--- src/rtl/ad_da_spi_sched_if.sv ---
// ad_da_spi_sched_if: user-side request/ack/data signals plus converter bus pins.
// Latency: none, wiring only.
// Backpressure: a requester holds its req until the matching ack pulse.
// slave  : the scheduler. Inputs are the reqs, dac_data, adc_cmd and miso.
//          Outputs are the acks, adc_data/adc_valid, busy, sclk, cs_*_n and mosi.
// master : the user logic / board side, with the opposite directions.
interface ad_da_spi_sched_if;
  logic        dac_req;
  logic [15:0] dac_data;
  logic        dac_ack;
  logic        adc_req;
  logic [15:0] adc_cmd;
  logic        adc_ack;
  logic [15:0] adc_data;
  logic        adc_valid;
  logic        busy;
  logic        sclk;
  logic        cs_dac_n;
  logic        cs_adc_n;
  logic        mosi;
  logic        miso;

  modport slave (
    input  dac_req, dac_data, adc_req, adc_cmd, miso,
    output dac_ack, adc_ack, adc_data, adc_valid, busy,
           sclk, cs_dac_n, cs_adc_n, mosi
  );

  modport master (
    output dac_req, dac_data, adc_req, adc_cmd, miso,
    input  dac_ack, adc_ack, adc_data, adc_valid, busy,
           sclk, cs_dac_n, cs_adc_n, mosi
  );
endinterface

--- src/rtl/ad_da_spi_sched.sv ---
// ad_da_spi_sched: round-robin DAC-write / ADC-read scheduler on one shared SPI bus (CPOL=1, CPHA=1).
// Latency: ack 1 clk after req; cs_n low 1 clk after ack for CLK_DIV*34 clks; grant-to-grant 1+CLK_DIV*34+GAP_CYC.
// Backpressure: requests are held off while busy and arbitrated again on the first IDLE cycle.
// Ports: clk, rst (sync, active high); bus (slave modport): dac_req/dac_data/dac_ack,
//        adc_req/adc_cmd/adc_ack, adc_data/adc_valid, busy, sclk, cs_dac_n, cs_adc_n, mosi, miso.
module ad_da_spi_sched #(
  parameter int CLK_DIV = 2,  // clk cycles per SCLK half-period
  parameter int GAP_CYC = 2   // clk cycles with both chip-selects high between frames
) (
  input  logic             clk,
  input  logic             rst,
  ad_da_spi_sched_if.slave bus
);
  localparam int HW = (CLK_DIV > 1) ? $clog2(CLK_DIV) : 1;
  localparam int GW = (GAP_CYC > 0) ? $clog2(GAP_CYC + 1) : 1;

  typedef enum logic [2:0] {IDLE, SETUP, SHIFT, HOLD, GAP} state_t;

  state_t          state, state_nx;
  logic [HW-1:0]   half_cnt;
  logic [5:0]      edge_cnt;   // SCLK half-period index inside SHIFT, 0..31
  logic [GW-1:0]   gap_cnt;
  logic [15:0]     shreg;
  logic [15:0]     rx;
  logic            tgt_adc;    // target of the current frame
  logic            last_adc;   // last grant went to the ADC
  logic            grant_dac, grant_adc, half_end, gap_end, frame_on;

  always_comb begin
    // On a tie the requester that did not win last time takes the bus.
    grant_dac = bus.dac_req && (!bus.adc_req || last_adc);
    grant_adc = bus.adc_req && !grant_dac;
    half_end  = (half_cnt == HW'(CLK_DIV - 1));
    gap_end   = (gap_cnt == GW'(GAP_CYC - 1));
    frame_on  = (state == SETUP) || (state == SHIFT) || (state == HOLD);
    state_nx  = state;
    case (state)
      IDLE:    if (grant_dac || grant_adc)        state_nx = SETUP;
      SETUP:   if (half_end)                      state_nx = SHIFT;
      SHIFT:   if (half_end && edge_cnt == 6'd31) state_nx = HOLD;
      HOLD:    if (half_end)                      state_nx = GAP;
      GAP:     if (gap_end)                       state_nx = IDLE;
      default:                                    state_nx = IDLE;
    endcase
  end

  always_ff @(posedge clk) begin
    if (rst) state <= IDLE;
    else     state <= state_nx;
  end

  // Pin outputs are registered from the current state, so the bus trails the
  // state register by one clk: cs_n falls the cycle after the ack pulse.
  always_ff @(posedge clk) begin
    if (rst) begin
      half_cnt      <= '0;
      edge_cnt      <= '0;
      gap_cnt       <= '0;
      shreg         <= '0;
      rx            <= '0;
      tgt_adc       <= 1'b0;
      last_adc      <= 1'b1;
      bus.dac_ack   <= 1'b0;
      bus.adc_ack   <= 1'b0;
      bus.adc_data  <= '0;
      bus.adc_valid <= 1'b0;
      bus.busy      <= 1'b0;
      bus.sclk      <= 1'b1;
      bus.cs_dac_n  <= 1'b1;
      bus.cs_adc_n  <= 1'b1;
      bus.mosi      <= 1'b0;
    end else begin
      bus.dac_ack   <= (state == IDLE) && grant_dac;
      bus.adc_ack   <= (state == IDLE) && grant_adc;
      bus.busy      <= (state_nx != IDLE);
      bus.adc_valid <= 1'b0;

      if (state_nx != state) begin
        half_cnt <= '0;
        edge_cnt <= '0;
        gap_cnt  <= '0;
      end else begin
        case (state)
          SETUP, HOLD: half_cnt <= half_cnt + 1'b1;
          SHIFT: begin
            if (half_end) begin
              half_cnt <= '0;
              edge_cnt <= edge_cnt + 6'd1;
            end else begin
              half_cnt <= half_cnt + 1'b1;
            end
          end
          GAP:     gap_cnt <= gap_cnt + 1'b1;
          default: ;
        endcase
      end

      if (state == IDLE && (grant_dac || grant_adc)) begin
        shreg    <= grant_dac ? bus.dac_data : bus.adc_cmd;
        tgt_adc  <= grant_adc;
        last_adc <= grant_adc;
      end else if (state == SHIFT && edge_cnt[0] && half_end && edge_cnt != 6'd31) begin
        // Advance at the end of each high half so the next bit is on mosi
        // when sclk falls; bit0 stays put through HOLD.
        shreg <= {shreg[14:0], 1'b0};
      end

      // Sample on the same edge that drives sclk 0->1; DAC frames ignore miso.
      if (state == SHIFT && edge_cnt[0] && half_cnt == '0 && tgt_adc)
        rx <= {rx[14:0], bus.miso};

      bus.sclk     <= !(state == SHIFT && !edge_cnt[0]);
      bus.cs_dac_n <= !(frame_on && !tgt_adc);
      bus.cs_adc_n <= !(frame_on && tgt_adc);
      bus.mosi     <= frame_on ? shreg[15] : 1'b0;

      if (state == GAP && gap_cnt == '0 && tgt_adc) begin
        bus.adc_data  <= rx;
        bus.adc_valid <= 1'b1;
      end
    end
  end
endmodule

--- src/flat_wrapper.sv ---
// flat-port wrapper written by rule: the top's interface ports become plain ports
module ad_da_spi_sched_flat 
#(
  parameter int CLK_DIV = 2,                                    
  parameter int GAP_CYC = 2                                                           
)
  (clk, rst, bus_dac_req, bus_dac_data, bus_adc_req, bus_adc_cmd, bus_miso, bus_dac_ack, bus_adc_ack, bus_adc_data, bus_adc_valid, bus_busy, bus_sclk, bus_cs_dac_n, bus_cs_adc_n, bus_mosi);
  ad_da_spi_sched_if bus_i ();
  input  logic clk;
  input  logic rst;
  input wire logic [$bits(bus_i.dac_req)-1:0] bus_dac_req;
  input wire logic [$bits(bus_i.dac_data)-1:0] bus_dac_data;
  input wire logic [$bits(bus_i.adc_req)-1:0] bus_adc_req;
  input wire logic [$bits(bus_i.adc_cmd)-1:0] bus_adc_cmd;
  input wire logic [$bits(bus_i.miso)-1:0] bus_miso;
  output wire logic [$bits(bus_i.dac_ack)-1:0] bus_dac_ack;
  output wire logic [$bits(bus_i.adc_ack)-1:0] bus_adc_ack;
  output wire logic [$bits(bus_i.adc_data)-1:0] bus_adc_data;
  output wire logic [$bits(bus_i.adc_valid)-1:0] bus_adc_valid;
  output wire logic [$bits(bus_i.busy)-1:0] bus_busy;
  output wire logic [$bits(bus_i.sclk)-1:0] bus_sclk;
  output wire logic [$bits(bus_i.cs_dac_n)-1:0] bus_cs_dac_n;
  output wire logic [$bits(bus_i.cs_adc_n)-1:0] bus_cs_adc_n;
  output wire logic [$bits(bus_i.mosi)-1:0] bus_mosi;
  assign bus_i.dac_req = bus_dac_req;
  assign bus_i.dac_data = bus_dac_data;
  assign bus_i.adc_req = bus_adc_req;
  assign bus_i.adc_cmd = bus_adc_cmd;
  assign bus_i.miso = bus_miso;
  assign bus_dac_ack = bus_i.dac_ack;
  assign bus_adc_ack = bus_i.adc_ack;
  assign bus_adc_data = bus_i.adc_data;
  assign bus_adc_valid = bus_i.adc_valid;
  assign bus_busy = bus_i.busy;
  assign bus_sclk = bus_i.sclk;
  assign bus_cs_dac_n = bus_i.cs_dac_n;
  assign bus_cs_adc_n = bus_i.cs_adc_n;
  assign bus_mosi = bus_i.mosi;
  ad_da_spi_sched #(.CLK_DIV(CLK_DIV), .GAP_CYC(GAP_CYC)) u_core (.clk(clk), .rst(rst), .bus(bus_i));
endmodule
--- config.mk ---
export PLATFORM = sky130hd
export DESIGN_NAME = ad_da_spi_sched_flat
export DESIGN_NICKNAME = d
export VERILOG_FILES = /design/src/rtl/ad_da_spi_sched_if.sv /design/src/rtl/ad_da_spi_sched.sv /design/src/flat_wrapper.sv
export SDC_FILE = /design/constraint.sdc
export NUM_CORES = 1
export LEC_CHECK = 0
export ABC_CLOCK_PERIOD_IN_PS = 2000
export BUFFER_PORTS_ARGS = -buffer_cell sky130_fd_sc_hd__buf_2
export CAP_MARGIN = 20
export CORE_MARGIN = 1.5
export CORE_UTILIZATION = 54
export CTS_BUF_LIST = sky130_fd_sc_hd__clkbuf_16
export DETAILED_ROUTE_END_ITERATION = 10
export GPL_ROUTABILITY_DRIVEN = 0
export GPL_TIMING_DRIVEN = 1
export PLACE_DENSITY_LB_ADDON = 0.15
export SETUP_SLACK_MARGIN = 0.05
export SLEW_MARGIN = 25
export SYNTH_ARGS = -nofsm -noshare
export SYNTH_HDL_FRONTEND = slang
export SYNTH_SLANG_ARGS = --single-unit
export TNS_END_PERCENT = 10
--- constraint.sdc ---
create_clock -name clk -period 2 [get_ports clk]
set_input_delay 0.4 -clock clk [delete_from_list [all_inputs] [get_ports clk]]
set_output_delay 0.4 -clock clk [all_outputs]
set_load 0.1 [all_outputs]
==> flow_summary.ini, run 1 <==
[route]
num_vias = 2234
dr.pass1.iters = 4
drtIter0Drc = 31
viasPerCell = 5.07
ant_nets = 0
drc_errors = 0
wl_um = 5320
wire_per_inst_um = 12.1

[finish]
nets = 406
area_delta_synth_final_pct = 22.1
final_layout_size_suffix_gt1_share_pct = 25.6
antennaDiodeCount = 0

[critical_path]
worst-setup-path-type = reg2reg
worstPathRequired_ns = 2.17
cp_top_family = compound AO/OA/AOI/OAI gates
endpoint_kind = flop
timing.rr.start = u_core.edge_cnt[1]
arrival_ns = 2.04
cp_max_fo = 11
crit_chain = ha_1 > inv_1 > o311ai_4 > buf_6 > mux2i_1 > o22ai_1
cp_num_buf_inv = 2
r2r_cells = 6
crit_path_start_kind = flop
r2r-end = u_core.shreg[8]
cp_slowest_cell = o311ai_4
regToRegSetupSlack_ns = 0.14
max_stage_delay_ns = 0.42

[clock_network]
cts_tree = built
clk_latency_ns = 0.32
htreeDepth = 3
cts_buffer_depth = 2
root_buffer = clkbuf_16
cts_sinks = 70
cts_setup_buffers = 0
clk_pin_slew_ns = 0.05
cts_buffers = 9

[placed_design]
dpl.hpwl_um = 3640
numPortBuffers = 60

[timing]
setup_viol = 0
fin_crit_ns = 1.86
fin_skew_ns = 0.00485
period_share_pct = 93.2
rsz0062_at_grt = false
worst_pin_slew_ns = 0.484
fmax_ghz = 0.536
slew_viol_final = 0
relSlewSlack_pct = 67.7
report.final.hold_viol_count = 0
tns_ns = 0

[floorplanning]
core-area_um2 = 5140
die_h_um = 76.4
start_util_pct = 56.6
die-area_um2 = 5840
ios = 61
die_w_um = 76.4
row_count = 26

[worst_hold_path]
hold_path.class = in2reg
hold_path_depth = 3
worst_hold_path.endpoint = u_core.rx[0]
hold_start = bus_miso

[global_routing]
antenna_found_initial = 0
grt_pass1_vias = 1961
grt_pass1_wl_um = 8890
grt_max_degree = 34
overflow = 0
grtUsageTotal_pct = 19.4

[logic_synthesis]
async_reset_ff_share_pct = 0
synth_flop_cell = dfxtp_1
syn_avg_cell_area_um2 = 9.48
synth_edf_count = 0
yosysWarnings = 0
yosysTopAreaCellShare_pct = 48.2
netlist_instances = 307
yosysMostFrequentCell = dfxtp_1
synth_area_leaders = dfxtp_1, mux2i_1, nand2_1, nor2_1, a21oi_1
synth_nets = 347
syn_area_um2 = 2910
yosys.area.top_type = dfxtp_1
synthTopCellsByCount = dfxtp_1, mux2i_1, nand2_1
synth_cell_types = 40
synth-seq-area-share_pct = 48.2
synth-seq-cells = 70

[power_and_ir_drop]
power_frac_comb_pct = 9.0
p_switching_mw = 0.783
p_seq_share_pct = 44.9
power.total_mw = 3.30
powerDensity_nw_per_um2 = 929
leakage_nw = 1.53
p_sw_share_pct = 23.7
power.internal_mw = 2.52
ir_worst_vdd_mv = 0.582
p_clk_share_pct = 46.1

[run_status]
status = completed

[run]
maxCapViolCount = 0
## layout make-up
type / instances / area (um^2)
fill: 462 / 1590
timing repair buffer: 69 / 384
tap: 70 / 87.6
sequential: 70 / 1400
clock buffer: 9 / 225
inverter: 6 / 22.5
clock inverter: 7 / 66.3
multi-input combinational: 210 / 1370
## worst max path at each step
stage	from	end	slack [ns]	cells after the start
after global placement	u_core.edge_cnt[1]	u_core.shreg[5]	0.24	6
final	u_core.edge_cnt[1]	u_core.shreg[8]	0.14	6
after floorplan	u_core.edge_cnt[0]	u_core.shreg[10]	0.12	6
after detailed placement	u_core.edge_cnt[1]	u_core.shreg[8]	0.16	6
after global routing	u_core.edge_cnt[1]	u_core.shreg[8]	0.05	6
after CTS	u_core.edge_cnt[1]	u_core.shreg[8]	0.09	6
## what timing repair did
item | 4_1_cts | 5_1_grt
hold buffers | 0 | 0
resized for setup | 0 | 1
endpoints found under the setup margin | 0 | 4
## metal layers
layer / GRT usage, % / wire length, um
met5: 0 / 0
met4: 10.0 / 96
met2: 30.6 / 2460
met3: 5.51 / 255
met1: 24.0 / 2510
## cells in the final DEF (no fill, tap or decap), types with 2 or more instances in the layout
cell,n
buf_4,7
nand3_1,3
a211o_1,2
buf_2,60
xnor2_1,3
o22ai_1,15
xor2_1,4
nor2_1,34
clkbuf_16,9
nor3_1,6
dfxtp_1,70
nand4_1,2
clkinvlp_4,3
clkinv_2,2
or3_2,2
o21ai_0,5
ha_1,3
a21oi_1,20
mux2i_1,47
inv_1,7
nand2_1,43
## stage by stage
step	utilization [%]	hold WS, ns	std cells	instance area [um^2]	worst slack (ns)
final	69.1	0.314	441	3550	0.135
after global routing	69.1	0.348	441	3550	0.0501
after CTS	69.1	0.310	441	3550	0.0915
after detailed placement	63.4	0.427	425	3260	0.156
after global placement	63.4	0.429	425	3260	0.240
after floorplan	-	0.391	307	2910	0.116
## cell families after synthesis
logic type / after synthesis / share of synthesized area, %
muxes: 47 / 16.2
xor gates and xnor gates: 7 / 2.11
AOI/OAI and AO/OA: 51 / 11.0
buffers and inverters: 27 / 5.37
DFF: 70 / 48.2
adders and majority gates: 3 / 1.29
and+or+nand+nor: 102 / 15.9
## tightest hold or removal path, stage by stage
cell     delay [ns]
buf_2          0.07
mux2i_1        0.05
nor2_1         0.07
## power by group through the flow
stage               clock network (mW)  registers [mW]  logic, mW
finish                            1.52            1.48      0.297
global route                      1.62            1.49      0.325
CTS                               1.55            1.48      0.300
detailed placement                   0            1.51      0.299
global placement                     0            1.51      0.294
floorplan                            0            1.55      0.181
## state kept, by name, summed over array words and instances (netlist names), 2 cells and up
signal and cells:
u_core.state 3, u_core.rx 16, u_core.bus.adc_data 16, u_core.gap_cnt 2, u_core.shreg 16, u_core.edge_cnt 6
(Power assumes the default switching activity.)
==> run 2: changes to the inputs <==
--- a/config.mk
+++ b/config.mk
@@ -15,6 +15,7 @@
 export GPL_ROUTABILITY_DRIVEN = 0
 export GPL_TIMING_DRIVEN = 1
 export PLACE_DENSITY_LB_ADDON = 0.15
+export RECOVER_POWER = 50
 export SETUP_SLACK_MARGIN = 0.05
 export SLEW_MARGIN = 25
 export SYNTH_ARGS = -nofsm -noshare
==> run 2 against run 1 <==
Against the previous run: core utilization fell by 0.41 points; global-route usage stayed put; via count rose by 0.85%; clock skew is 0.0014 ns lower; non-clock buffer count did not move; total power hardly changed; sequential share of layout area increased by 0.24 points; critical path type unchanged.
==> flow_summary.ini, run 2 (same netlist as run 1, synthesis figures left out) <==
[timing]
rsz0062_at_grt = false
worst_pin_slew_ns = 0.579
tns_ns = 0
relSlewSlack_pct = 61.4
report.final.hold_viol_count = 0
period_share_pct = 92.7
fin_crit_ns = 1.85
slew_viol_final = 0
setup_viol = 0
fin_skew_ns = 0.00347
fmax_ghz = 0.539

[global_routing]
grt_pass1_wl_um = 8890
grt_pass1_vias = 1961
grtUsageTotal_pct = 19.4
grt_max_degree = 34
overflow = 0
antenna_found_initial = 0

[power_and_ir_drop]
p_switching_mw = 0.787
leakage_nw = 1.50
powerDensity_nw_per_um2 = 935
power_frac_comb_pct = 8.9
power.internal_mw = 2.51
p_seq_share_pct = 44.9
p_sw_share_pct = 23.8
ir_worst_vdd_mv = 0.585
p_clk_share_pct = 46.2

[floorplanning]
die_w_um = 76.4
die-area_um2 = 5840
row_count = 26
core-area_um2 = 5140
start_util_pct = 56.6
ios = 61
die_h_um = 76.4

[critical_path]
worst-setup-path-type = reg2reg
crit_cells = 6
max_stage_delay_ns = 0.42
worstPathRequired_ns = 2.17
endpoint_kind = flop
timing.rr.start = u_core.edge_cnt[1]
cp_max_fo = 11
r2r-end = u_core.shreg[8]
cp_slowest_cell = o311ai_4
regToRegSetupSlack_ns = 0.15
crit_path_start_kind = flop
crit_chain = ha_1 > inv_1 > o311ai_4 > buf_6 > mux2i_1 > o22ai_1
cp_num_buf_inv = 2
cp_top_family = compound AO/OA/AOI/OAI gates
startpoint = u_core.edge_cnt[1]
arrival_ns = 2.03
r2r_cells = 6

[clock_network]
root_buffer = clkbuf_16
clk_latency_ns = 0.32
htreeDepth = 3
cts-resized-gates = 0
cts_buffer_depth = 2
clk_pin_slew_ns = 0.06
hold_buffers = 0
cts_sinks = 70
cts_buffers = 9
cts_setup_buffers = 0
cts_tree = built

[run_status]
status = completed

[route]
ant_nets = 0
wire_per_inst_um = 12.1
wl_um = 5320
num_vias = 2253
viasPerCell = 5.11
drc_errors = 0
drtIter0Drc = 36
dr.pass1.iters = 4

[worst_hold_path]
hold_start = bus_miso
hold_path_depth = 3
worst_hold_path.endpoint = u_core.rx[0]
hold_path.class = in2reg

[finish]
layout_commonest_cell = dfxtp_1
area_delta_synth_final_pct = 21.4
final_cell_mix = dfxtp_1, mux2i_1, nand2_1, buf_2, nor2_1
antennaDiodeCount = 0
seq_area_um2 = 1400
stdcell_area_um2 = 3530
reg_top3 = u_core.bus.adc_data x16, u_core.rx x16, u_core.shreg x16
multi_input_area_um2 = 1360
final_layout_size_suffix_gt1_share_pct = 24.8
final_cells = 441
nets = 406
fill_cells = 468

[placed_design]
post_dp_cell_area_um2 = 3260
dp_cells = 425
dpl.hpwl_um = 3640
numPortBuffers = 60

[run]
maxCapViolCount = 0
[run 2: worst register-to-register path, stage by stage, from the launching register on]
cell	delay (ns)
dfxtp_1	0.38
ha_1	0.22
inv_1	0.09
o311ai_4	0.42
buf_6	0.25
mux2i_1	0.23
o22ai_1	0.11
[run 2: cell type report]
type	instances	area share [%]
Clock buffer	9	6.38
Clock inverter	7	1.88
Inverter	6	0.638
Multi-Input combinational cell	210	38.6
Sequential cell	70	39.7
Tap cell	70	2.48
Timing Repair Buffer	69	10.3
[run 2: power groups by stage]
stage | clock (mW) | combinational [mW] | sequential [mW]
finish | 1.52 | 0.295 | 1.48
global placement | 0 | 0.294 | 1.51
global route | 1.62 | 0.323 | 1.49
detailed placement | 0 | 0.299 | 1.51
CTS | 1.55 | 0.300 | 1.48
floorplan | 0 | 0.181 | 1.55
[run 2: how the worst max path moves through the flow]
stage                       end  slack [ns]
2_1_floorplan  u_core.shreg[10]        0.12
3_3_place_gp    u_core.shreg[5]        0.24
3_5_place_dp    u_core.shreg[8]        0.16
4_1_cts         u_core.shreg[8]        0.09
5_1_grt           u_core.rx[14]        0.03
6_report        u_core.shreg[8]        0.15
[run 2: per-layer routing]
metal / up-vias / global-route usage [%] / routed length [um]
li1: 1182 / - / -
met1: 993 / 24.0 / 2460
met2: 67 / 30.6 / 2470
met3: 11 / 5.51 / 296
met4: 0 / 10.0 / 96
met5: - / 0 / 0
[run 2: stage by stage]
stage | utilization [%] | hold WS (ns) | power, mW | setup slack [ns]
final | 68.7 | 0.313 | 3.30 | 0.146
after global routing | 68.7 | 0.348 | 3.43 | 0.0282
after CTS | 69.1 | 0.310 | 3.33 | 0.0915
after detailed placement | 63.4 | 0.427 | 1.81 | 0.156
after global placement | 63.4 | 0.429 | 1.81 | 0.240
after floorplan | - | 0.391 | 1.74 | 0.116
